### config.mk
export PLATFORM = sky130hd
export DESIGN_NAME = instr_fetch
export DESIGN_NICKNAME = d
export VERILOG_FILES = /design/src/rtl/fetch_pkg.sv /design/src/rtl/fetch_watchdog.sv /design/src/rtl/instr_fetch.sv
export SDC_FILE = /design/constraint.sdc
export NUM_CORES = 1
export LEC_CHECK = 0
export CORE_MARGIN = 1
export CORE_UTILIZATION = 40
export CTS_CLUSTER_SIZE = 24
export DETAILED_ROUTE_END_ITERATION = 8
export PLACE_DENSITY = 0.72
export SLEW_MARGIN = 0
export SYNTH_ARGS = -nofsm -noshare
export SYNTH_HDL_FRONTEND = slang
export SYNTH_SLANG_ARGS = --single-unit
### constraint.sdc
create_clock -name Clock -period 2.58 [get_ports Clock]
set_input_delay 0.774 -clock Clock [delete_from_list [all_inputs] [get_ports Clock]]
set_output_delay 0.774 -clock Clock [all_outputs]
set_load 0.01 [all_outputs]
### src/rtl/fetch_pkg.sv
// fetch_pkg: shared types and constants for the instruction fetch sequencer.
// Optional feature macro: FETCH_SINGLE_STEP_EN adds the STEP state.
package fetch_pkg;

  localparam int WORD_W          = 16;
  localparam int DEFAULT_TIMEOUT = 6;

  typedef enum logic [2:0] {
    S_IDLE  = 3'd0,
    S_FETCH = 3'd1,
    S_LOAD  = 3'd2,
    S_ISSUE = 3'd3,
    S_EXEC  = 3'd4,
    S_ERROR = 3'd5
`ifdef FETCH_SINGLE_STEP_EN
    , S_STEP = 3'd6
`endif
  } fetch_state_e;

  // Busy covers every state in which an instruction is in flight or pending.
  function automatic logic is_busy(input fetch_state_e s);
    return (s != S_IDLE) && (s != S_ERROR);
  endfunction

endpackage

### src/rtl/fetch_watchdog.sv
// fetch_watchdog: counts EXEC cycles without Done; flags when TIMEOUT is hit.
// timeout_o is asserted in the cycle whose edge would bring the count to TIMEOUT,
// so the FSM leaves EXEC exactly TIMEOUT cycles after entering it.
module fetch_watchdog
  import fetch_pkg::*;
#(
  parameter int TIMEOUT = DEFAULT_TIMEOUT
) (
  input  logic Clock,
  input  logic Resetn,
  input  logic clr_i,
  input  logic en_i,
  output logic timeout_o
);

  localparam int CNT_W = $clog2(TIMEOUT + 1);
  localparam logic [CNT_W-1:0] LIMIT = CNT_W'(TIMEOUT);

  logic [CNT_W-1:0] cnt_q;
  logic [CNT_W-1:0] cnt_d;

  // Next count: clear has priority, otherwise count stalled cycles up to the limit.
  always_comb begin
    cnt_d = cnt_q;
    if (clr_i) begin
      cnt_d = '0;
    end else if (en_i && (cnt_q != LIMIT)) begin
      cnt_d = cnt_q + CNT_W'(1);
    end else begin
      cnt_d = cnt_q;
    end
  end

  // Counter register with synchronous active-low reset.
  always_ff @(posedge Clock) begin
    if (!Resetn) begin
      cnt_q <= '0;
    end else begin
      cnt_q <= cnt_d;
    end
  end

  assign timeout_o = en_i && (cnt_d == LIMIT);

endmodule

### src/rtl/instr_fetch.sv
// instr_fetch: fetches 16-bit words from a synchronous ROM and issues them to
// the multicycle processor with a one-cycle Run pulse, waiting for Done.
// Optional feature macro: FETCH_SINGLE_STEP_EN (Step input, STEP state).
module instr_fetch
  import fetch_pkg::*;
#(
  parameter int ADDR_W    = 8,
  parameter int LAST_ADDR = (2 ** ADDR_W) - 1,
  parameter bit WRAP      = 1'b1,
  parameter int TIMEOUT   = DEFAULT_TIMEOUT
) (
  input  logic              Clock,
  input  logic              Resetn,
  input  logic              Start,
  input  logic              Stop,
`ifdef FETCH_SINGLE_STEP_EN
  input  logic              Step,
`endif
  output logic [ADDR_W-1:0] mem_addr,
  input  logic [WORD_W-1:0] mem_q,
  output logic [WORD_W-1:0] DIN,
  output logic              Run,
  input  logic              Done,
  output logic              Busy,
  output logic              Halted,
  output logic              Error
);

  localparam logic [ADDR_W-1:0] LAST_C = ADDR_W'(LAST_ADDR);

  fetch_state_e      state_q, state_d;
  logic [ADDR_W-1:0] pc_q, pc_d;
  logic [WORD_W-1:0] din_q, din_d;
  logic              halted_q, halted_d;
  logic              stop_pend_q, stop_pend_d;
  logic              run_q, run_d;
  logic              busy_q, busy_d;
  logic              err_q, err_d;
  logic              last_s, retire_s, stop_now_s, halt_s, wd_timeout_s;

  assign last_s     = (pc_q == LAST_C);
  assign retire_s   = (state_q == S_EXEC) && Done;
  assign halt_s     = retire_s && last_s && !WRAP;
  // A Stop arriving in the retiring cycle counts as pending.
  assign stop_now_s = stop_pend_q || Stop;

  fetch_watchdog #(.TIMEOUT(TIMEOUT)) u_watchdog (
    .Clock     (Clock),
    .Resetn    (Resetn),
    .clr_i     (state_q == S_ISSUE),
    .en_i      ((state_q == S_EXEC) && !Done),
    .timeout_o (wd_timeout_s)
  );

  // FSM state register.
  always_ff @(posedge Clock) begin
    if (!Resetn) begin
      state_q <= S_IDLE;
    end else begin
      state_q <= state_d;
    end
  end

  // FSM next-state logic.
  always_comb begin
    state_d = state_q;
    case (state_q)
      S_IDLE: begin
        if (Start) state_d = S_FETCH;
        else       state_d = S_IDLE;
      end
      S_FETCH: state_d = S_LOAD;
      S_LOAD:  state_d = S_ISSUE;
      S_ISSUE: state_d = S_EXEC;
      S_EXEC: begin
        if (Done) begin
          if (halt_s || stop_now_s) state_d = S_IDLE;
`ifdef FETCH_SINGLE_STEP_EN
          else                      state_d = S_STEP;
`else
          else                      state_d = S_FETCH;
`endif
        end else if (wd_timeout_s) begin
          state_d = S_ERROR;
        end else begin
          state_d = S_EXEC;
        end
      end
`ifdef FETCH_SINGLE_STEP_EN
      S_STEP: begin
        if (stop_now_s) state_d = S_IDLE;
        else if (Step)  state_d = S_FETCH;
        else            state_d = S_STEP;
      end
`endif
      S_ERROR: state_d = S_ERROR;
      default: state_d = S_IDLE;
    endcase
  end

  // FSM outputs, decoded from the next state so they leave a register.
  always_comb begin
    run_d  = (state_d == S_ISSUE);
    busy_d = is_busy(state_d);
    err_d  = (state_d == S_ERROR);
  end

  // PC, instruction word, halt flag and pending-stop next values.
  always_comb begin
    pc_d = pc_q;
    if (retire_s) begin
      if (last_s) pc_d = '0;
      else        pc_d = pc_q + ADDR_W'(1);
    end else begin
      pc_d = pc_q;
    end

    if (state_q == S_LOAD) din_d = mem_q;
    else                   din_d = din_q;

    if ((state_q == S_IDLE) && Start) halted_d = 1'b0;
    else if (halt_s)                  halted_d = 1'b1;
    else                              halted_d = halted_q;

    if (state_d == S_IDLE)                    stop_pend_d = 1'b0;
    else if (is_busy(state_q) && Stop)        stop_pend_d = 1'b1;
    else                                      stop_pend_d = stop_pend_q;
  end

  // Datapath and output registers.
  always_ff @(posedge Clock) begin
    if (!Resetn) begin
      pc_q        <= '0;
      din_q       <= '0;
      halted_q    <= 1'b0;
      stop_pend_q <= 1'b0;
      run_q       <= 1'b0;
      busy_q      <= 1'b0;
      err_q       <= 1'b0;
    end else begin
      pc_q        <= pc_d;
      din_q       <= din_d;
      halted_q    <= halted_d;
      stop_pend_q <= stop_pend_d;
      run_q       <= run_d;
      busy_q      <= busy_d;
      err_q       <= err_d;
    end
  end

  assign mem_addr = pc_q;
  assign DIN      = din_q;
  assign Run      = run_q;
  assign Busy     = busy_q;
  assign Halted   = halted_q;
  assign Error    = err_q;

endmodule

# --- Word-level counts from Yosys, hierarchy flattened ---
# Cells that the tools add are included.
totals:
  reg_bits: 34
  latch_bits: 0
  ram_bits: 0
  mem_bits_ro: 0
  input_bits: 21
  out_inout_bits: 28
  word_cells: 45
  mem_count: 0
op_classes:
  add_sub_neg: 2
  n_mul: 0
  n_div: 0
  n_lt_le_gt_ge: 0
  n_eq_ne: 12
  shifts: 0
  mux: 8
  bitwise_logic: 1
  n_reduce_logical: 14
op_table:
  columns: ["operator", "n"]
  rows:
  - ["$pmux W3 S6", 1]
  - ["$eq A3 B3 Y1 const B", 4]
  - ["$eq A3 B2 Y1 const B", 3]
  - ["$mux W3", 3]
  - ["$ne A3 B3 Y1 const B", 3]
  - ["$add A8 B1 Y8 const B", 1]
  - ["$eq A8 B8 Y1 const B", 1]
  - ["$mux W8", 1]
  - ["$logic_and A1 B1 Y1", 7]
  - ["$logic_not A3 Y1", 2]
  - ["$reduce_bool A3 Y1", 2]
  - ["$add A3 B1 Y3 const B", 1]
  - ["$eq A3 B1 Y1 const B", 1]
  - ["$mux W1", 3]
  - ["$reduce_or A2 Y1", 1]
  - ["$logic_not A1 Y1", 1]
  - ["$logic_or A1 B1 Y1", 1]
  - ["$not A1 Y1", 1]

# --- Longest topological paths before layout ---
# Gate-level depths: netlist of run 1.
depth:
  ltp_word: 12
  ltp_mapped: 6
  ltp_nobuf: 6

# --- Hierarchy ---
# A second synthesis of run 1 with hierarchy kept.
hier_totals:
  cells_unflattened: 180
  area_unflattened_um2: 1500.2
modules_own_cells:
  columns: ["module", "instances", "cells_each", "area_each_um2", "seq_area_each_um2"]
  rows:
  - ["instr_fetch", 1, 157, 1297.5, 620.6]
  - ["fetch_watchdog", 1, 23, 202.7, 60.1]

# --- Worst setup path before layout of run 1 ---
# OpenSTA, ideal clock, no wires.
synth_timing:
  path_kind: "reg2reg"
  start: "register u_watchdog.cnt_q[0]"
  end: "register busy_q (netlist: Busy)"
  setup_time_ns: 0.122
  arrival_time_ns: 1.856
  required_time_ns: 2.458
  setup_slack_ns: 0.602
  stages_incl_launch_ff: 7
  n_path_buf: 0
  synth_period_minus_slack_ns: 1.978
  path_cell_list: "dfxtp_1 -> inv_1 -> ha_1 -> or4b_1 -> a21boi_0 -> o21ai_0 -> a311o_1"
synth_between:
  elab_chain_len: 11
  word_cells_on_any_way: 13
  cone_classes: "add/sub (1); eq/ne (3); mux (5); reduce/logical (4)"
synth_rtl:
  columns: ["element", "line", "source"]
  rows:
  - ["from (decl)", "fetch_watchdog.sv:19", "logic [CNT_W-1:0] cnt_q;"]
  - ["from (signal assigned)", "fetch_watchdog.sv:39", "cnt_q <= cnt_d;"]
  - ["parallel branches: the longest is 2 deep, another holds $add A3 B1 Y3", null, null]
  - ["$mux W3 *", "fetch_watchdog.sv:27", "end else if (en_i && (cnt_q != LIMIT)) begin"]
  - ["$mux W3 *", "fetch_watchdog.sv:25", "if (clr_i) begin"]
  - ["$eq A3 B3 Y1 *", "fetch_watchdog.sv:43", "assign timeout_o = en_i && (cnt_d == LIMIT);"]
  - ["$logic_and A1 B1 Y1 *", "fetch_watchdog.sv:43", null]
  - ["$mux W1 *", "instr_fetch.sv:83", "end else if (wd_timeout_s) begin"]
  - ["$mux W3 *", "instr_fetch.sv:76", "if (Done) begin"]
  - ["$pmux W3 S6 *", "instr_fetch.sv:67", "case (state_q)"]
  - ["$ne A3 B3 Y1 or $reduce_bool A3 Y1 (tied branches)", "fetch_pkg.sv:22", "return (s != S_IDLE) && (s != S_ERROR);"]
  - ["$logic_and A1 B1 Y1 *", "fetch_pkg.sv:22", null]
  - ["to (signal assigned)", "instr_fetch.sv:146", "busy_q <= busy_d;"]
  - ["to (decl)", "instr_fetch.sv:37", "logic busy_q, busy_d;"]
# Mark *: on every way between the ends.
# A chain may end at the register's enable or synchronous reset.

# --- Worst setup path after layout of run 1 ---
# Same ends and word-level chain as after synthesis.

==> metrics.log, run 1 <==
INFO  metric wl_per_cell = 12.75 um
INFO  metric finalMaxSlewViolations = 0
INFO  metric ys_seq_area_share = between 40% and 50%
INFO  metric clockBufferDepth = 2
INFO  metric fin_nets = roughly 240
INFO  metric number_of_global_route_vias_before_repair = ~1200
INFO  metric timing.final.crit_period = between 2 and 2.5 ns
INFO  metric tritoncts = done
INFO  metric unrepaired_setup_endpoints_after_global_routing = false
INFO  metric start_kind = flop
INFO  metric avgViaCountPerCell = just under 5
INFO  metric postRouteAntennaNets = 0
INFO  metric synth_edf_count = 0
INFO  metric worst-path-buf-inv = 1
INFO  metric grt_max_degree = 23
INFO  metric place.port_buffers = 47
INFO  metric route.vias.total = between 1000 and 1500
INFO  metric drt-pass1-iter-count = 4
INFO  metric yosys_most_used_dff = sky130_fd_sc_hd__dfxtp_1
INFO  metric post-cts-setup-buffer-count = 0
INFO  metric number_of_antenna_violations_at_the_first_check_in_global_routing = 0
INFO  metric post_route_cells_drive_above_1_share = slightly below 8%
INFO  metric number_of_rows_in_the_core_area = 21
INFO  metric vdd.ir_drop.worst = between 300 and 400 uV
INFO  metric synth.top_cell.area_share = between 40% and 50%
INFO  metric power.static_leakage = a little under 0.7 nW
INFO  metric antenna_cells_inserted = 0
INFO  metric clkSinkCount = 34
INFO  metric design.core.area = about 3400 um^2
INFO  metric hpwl = about 2.4 mm
INFO  metric worst_clock_skew = 0.009157 ns
INFO  metric synth.yosys.warnings = 0
INFO  metric h-tree-depth = 2
INFO  metric yosysTopAreaCell = sky130_fd_sc_hd__dfxtp_1
INFO  metric synthArstFlopShare = 0%
INFO  metric global_route.usage.total = a little under a fifth
INFO  metric critPathCaptureType = flop
INFO  metric postSynthNetCount = between 150 and 200
INFO  metric run_status = finished clean
INFO  metric ioPinCount = slightly below 50
INFO  metric tns = 0 ns
INFO  metric top_cells_by_area_in_the_synthesized_netlist = sky130_fd_sc_hd__dfxtp_1, sky130_fd_sc_hd__nand2_1, sky130_fd_sc_hd__a21oi_1, sky130_fd_sc_hd__xnor2_1, sky130_fd_sc_hd__nor2_1
INFO  metric path_clk_slew = between 0.1 and 0.15 ns
INFO  metric timing.final.crit_share = 86.36%
INFO  metric ys_types = 36
INFO  metric initial_utilization = around 42%
INFO  metric die-area = ~3900 um^2
INFO  metric worst_ep_required_time = approximately 2.8 ns
INFO  metric synth.cell_area = around 1500 um^2
INFO  metric final_hold_viols = 0
INFO  metric critPathMaxStageDelay = ~0.50 ns
INFO  metric critical_setup_path_class = flop to flop
INFO  metric crit_path_max_delay_family = compound AO/OA/AOI/OAI gates
INFO  metric grt_first_pass_wirelength = approximately 5.6 mm
INFO  metric cts_root_buffer = sky130_fd_sc_hd__clkbuf_4
INFO  metric worstSkewPairLatency = around 0.33 ns
INFO  metric crit_fanout = 5
INFO  metric globalplace.congestion = between 0.7 and 0.8
INFO  metric cts_repair_resize_count = 0
INFO  metric setup_viol_count_final = 0
INFO  metric synth_seq_cells = 34
INFO  metric wl = between 3 and 4 mm
INFO  metric worstHoldPathType = flop to flop
INFO  metric grt_overflow_total = 0
INFO  metric number_of_cts_inserted_buffers = 5
INFO  metric drc = 0
INFO  metric cells_traversed_along_the_worst_timing_path = inv_1, ha_1, or4b_1, a21boi_0, o21ai_0, a311o_1
INFO  metric critPathArrivalTime = 2.46 ns
INFO  metric floorplan.die.height = between 60 and 70 um
INFO  metric yosys-top-cells-count = sky130_fd_sc_hd__nand2_1, sky130_fd_sc_hd__dfxtp_1, sky130_fd_sc_hd__a21oi_1
INFO  metric cts_hold_repair.buffers = 0
INFO  metric syn_area_per_cell = 8.588 um^2
INFO  metric n_fill_cell = about 310
INFO  metric cp_max_delay_cell = sky130_fd_sc_hd__or4b_1
INFO  metric max_clock_freq = ~0.45 GHz
INFO  metric cell_with_the_most_instances_after_synthesis = sky130_fd_sc_hd__nand2_1
INFO  metric p_per_area = around 520 nW/um^2
INFO  metric area.growth.synth_to_final = 38.45%
INFO  metric max_cap_violations = 0
INFO  metric die_w = between 60 and 70 um
INFO  metric drt_first_iter_violations = between 40 and 50
INFO  metric netlist_instances = 169
INFO  metric total_power = 1.051 mW
-- final timing paths --
check | start | end | slack (ns) | depth (start not counted)
worst max-delay path | u_watchdog.cnt_q[0] | Busy | 0.35 | 6
worst min-delay path | DIN[5] | DIN[5] | 0.46 | 2
worst max register to register | u_watchdog.cnt_q[0] | Busy | 0.35 | 6
worst min register to register | DIN[5] | DIN[5] | 0.46 | 2
-- kinds of logic after synthesis --
group                    count (synthesis)  share of synthesized area [%]
AND/OR/NAND/NOR                         79                          27.93
other                                    1                         0.2584
flip-flops                              34                          46.90
adder cells (fa/ha/maj)                  3                          2.586
AO/OA/AOI/OAI                           31                          12.50
buffers and inverters                   11                          3.794
XOR/XNOR                                10                          6.034
-- worst min-delay path, stage by stage, from the launching register on --
cell                      delay, ns
sky130_fd_sc_hd__dfxtp_1       0.32
sky130_fd_sc_hd__nand2_1       0.05
sky130_fd_sc_hd__a21oi_1       0.05
-- state kept, by name (all words and copies together), names as in the netlist --
| register | flops |
|---|---|
| mem_addr | 8 |
| Run | 1 |
| Busy | 1 |
| stop_pend_q | 1 |
| u_watchdog.cnt_q | 3 |
| Error | 1 |
| state_q | 3 |
| DIN | 16 |
-- where the power goes --
part | switching (mW) | total, mW | internal (mW)
clock network | 0.172 | 0.270 | 0.0979
registers | 0.0255 | 0.581 | 0.555
logic | 0.0871 | 0.201 | 0.113
-- placed cells by master (no fill, tap or decap), drive strengths merged, types with 4 or more instances in the layout --
cell type / count
nor2: 13
nand2: 39
nand3: 4
a21oi: 19
xor2: 4
dfxtp: 34
xnor2: 6
buf: 4
clkbuf: 5
clkdlybuf4s50: 47
-- layout make-up --
class / count / area [um^2] / share of cell area, %
Timing Repair Buffer: 51 / 500.5 / 24.91
Tap cell: 46 / 57.56 / 2.864
Multi-Input combinational cell: 124 / 715.7 / 35.62
Clock inverter: 2 / 10.01 / 0.4981
Inverter: 2 / 7.507 / 0.3736
Sequential cell: 34 / 680.7 / 33.87
Clock buffer: 5 / 37.54 / 1.868
-- metal layers --
metal | GRT usage [%] | wire, um
met5 | 0 | 0
met1 | 21.06 | 1468
met3 | 6.434 | 164
met4 | 6.977 | 38
met2 | 31.32 | 1696
-- stage by stage --
step                cell area, um^2  hold slack (ns)  setup slack [ns]  util, %  instances
global placement               1962           0.4419            0.1681    57.44        257
finish                         2009           0.4627            0.3519    58.83        264
global route                   2009           0.4821            0.1796    58.83        264
CTS                            2009           0.4638            0.3515    58.83        264
floorplan                      1451           0.4805            0.6019        -        169
detailed placement             1962           0.4492           0.09801    57.44        257
(Power assumes the default switching activity.)
==> run 2: changes to the inputs <==
Settings changed: SLEW_MARGIN 0 to 10.
==> results of run 2 <==
Same layout as run 1: the final DEF is identical, and so are final timing and power.
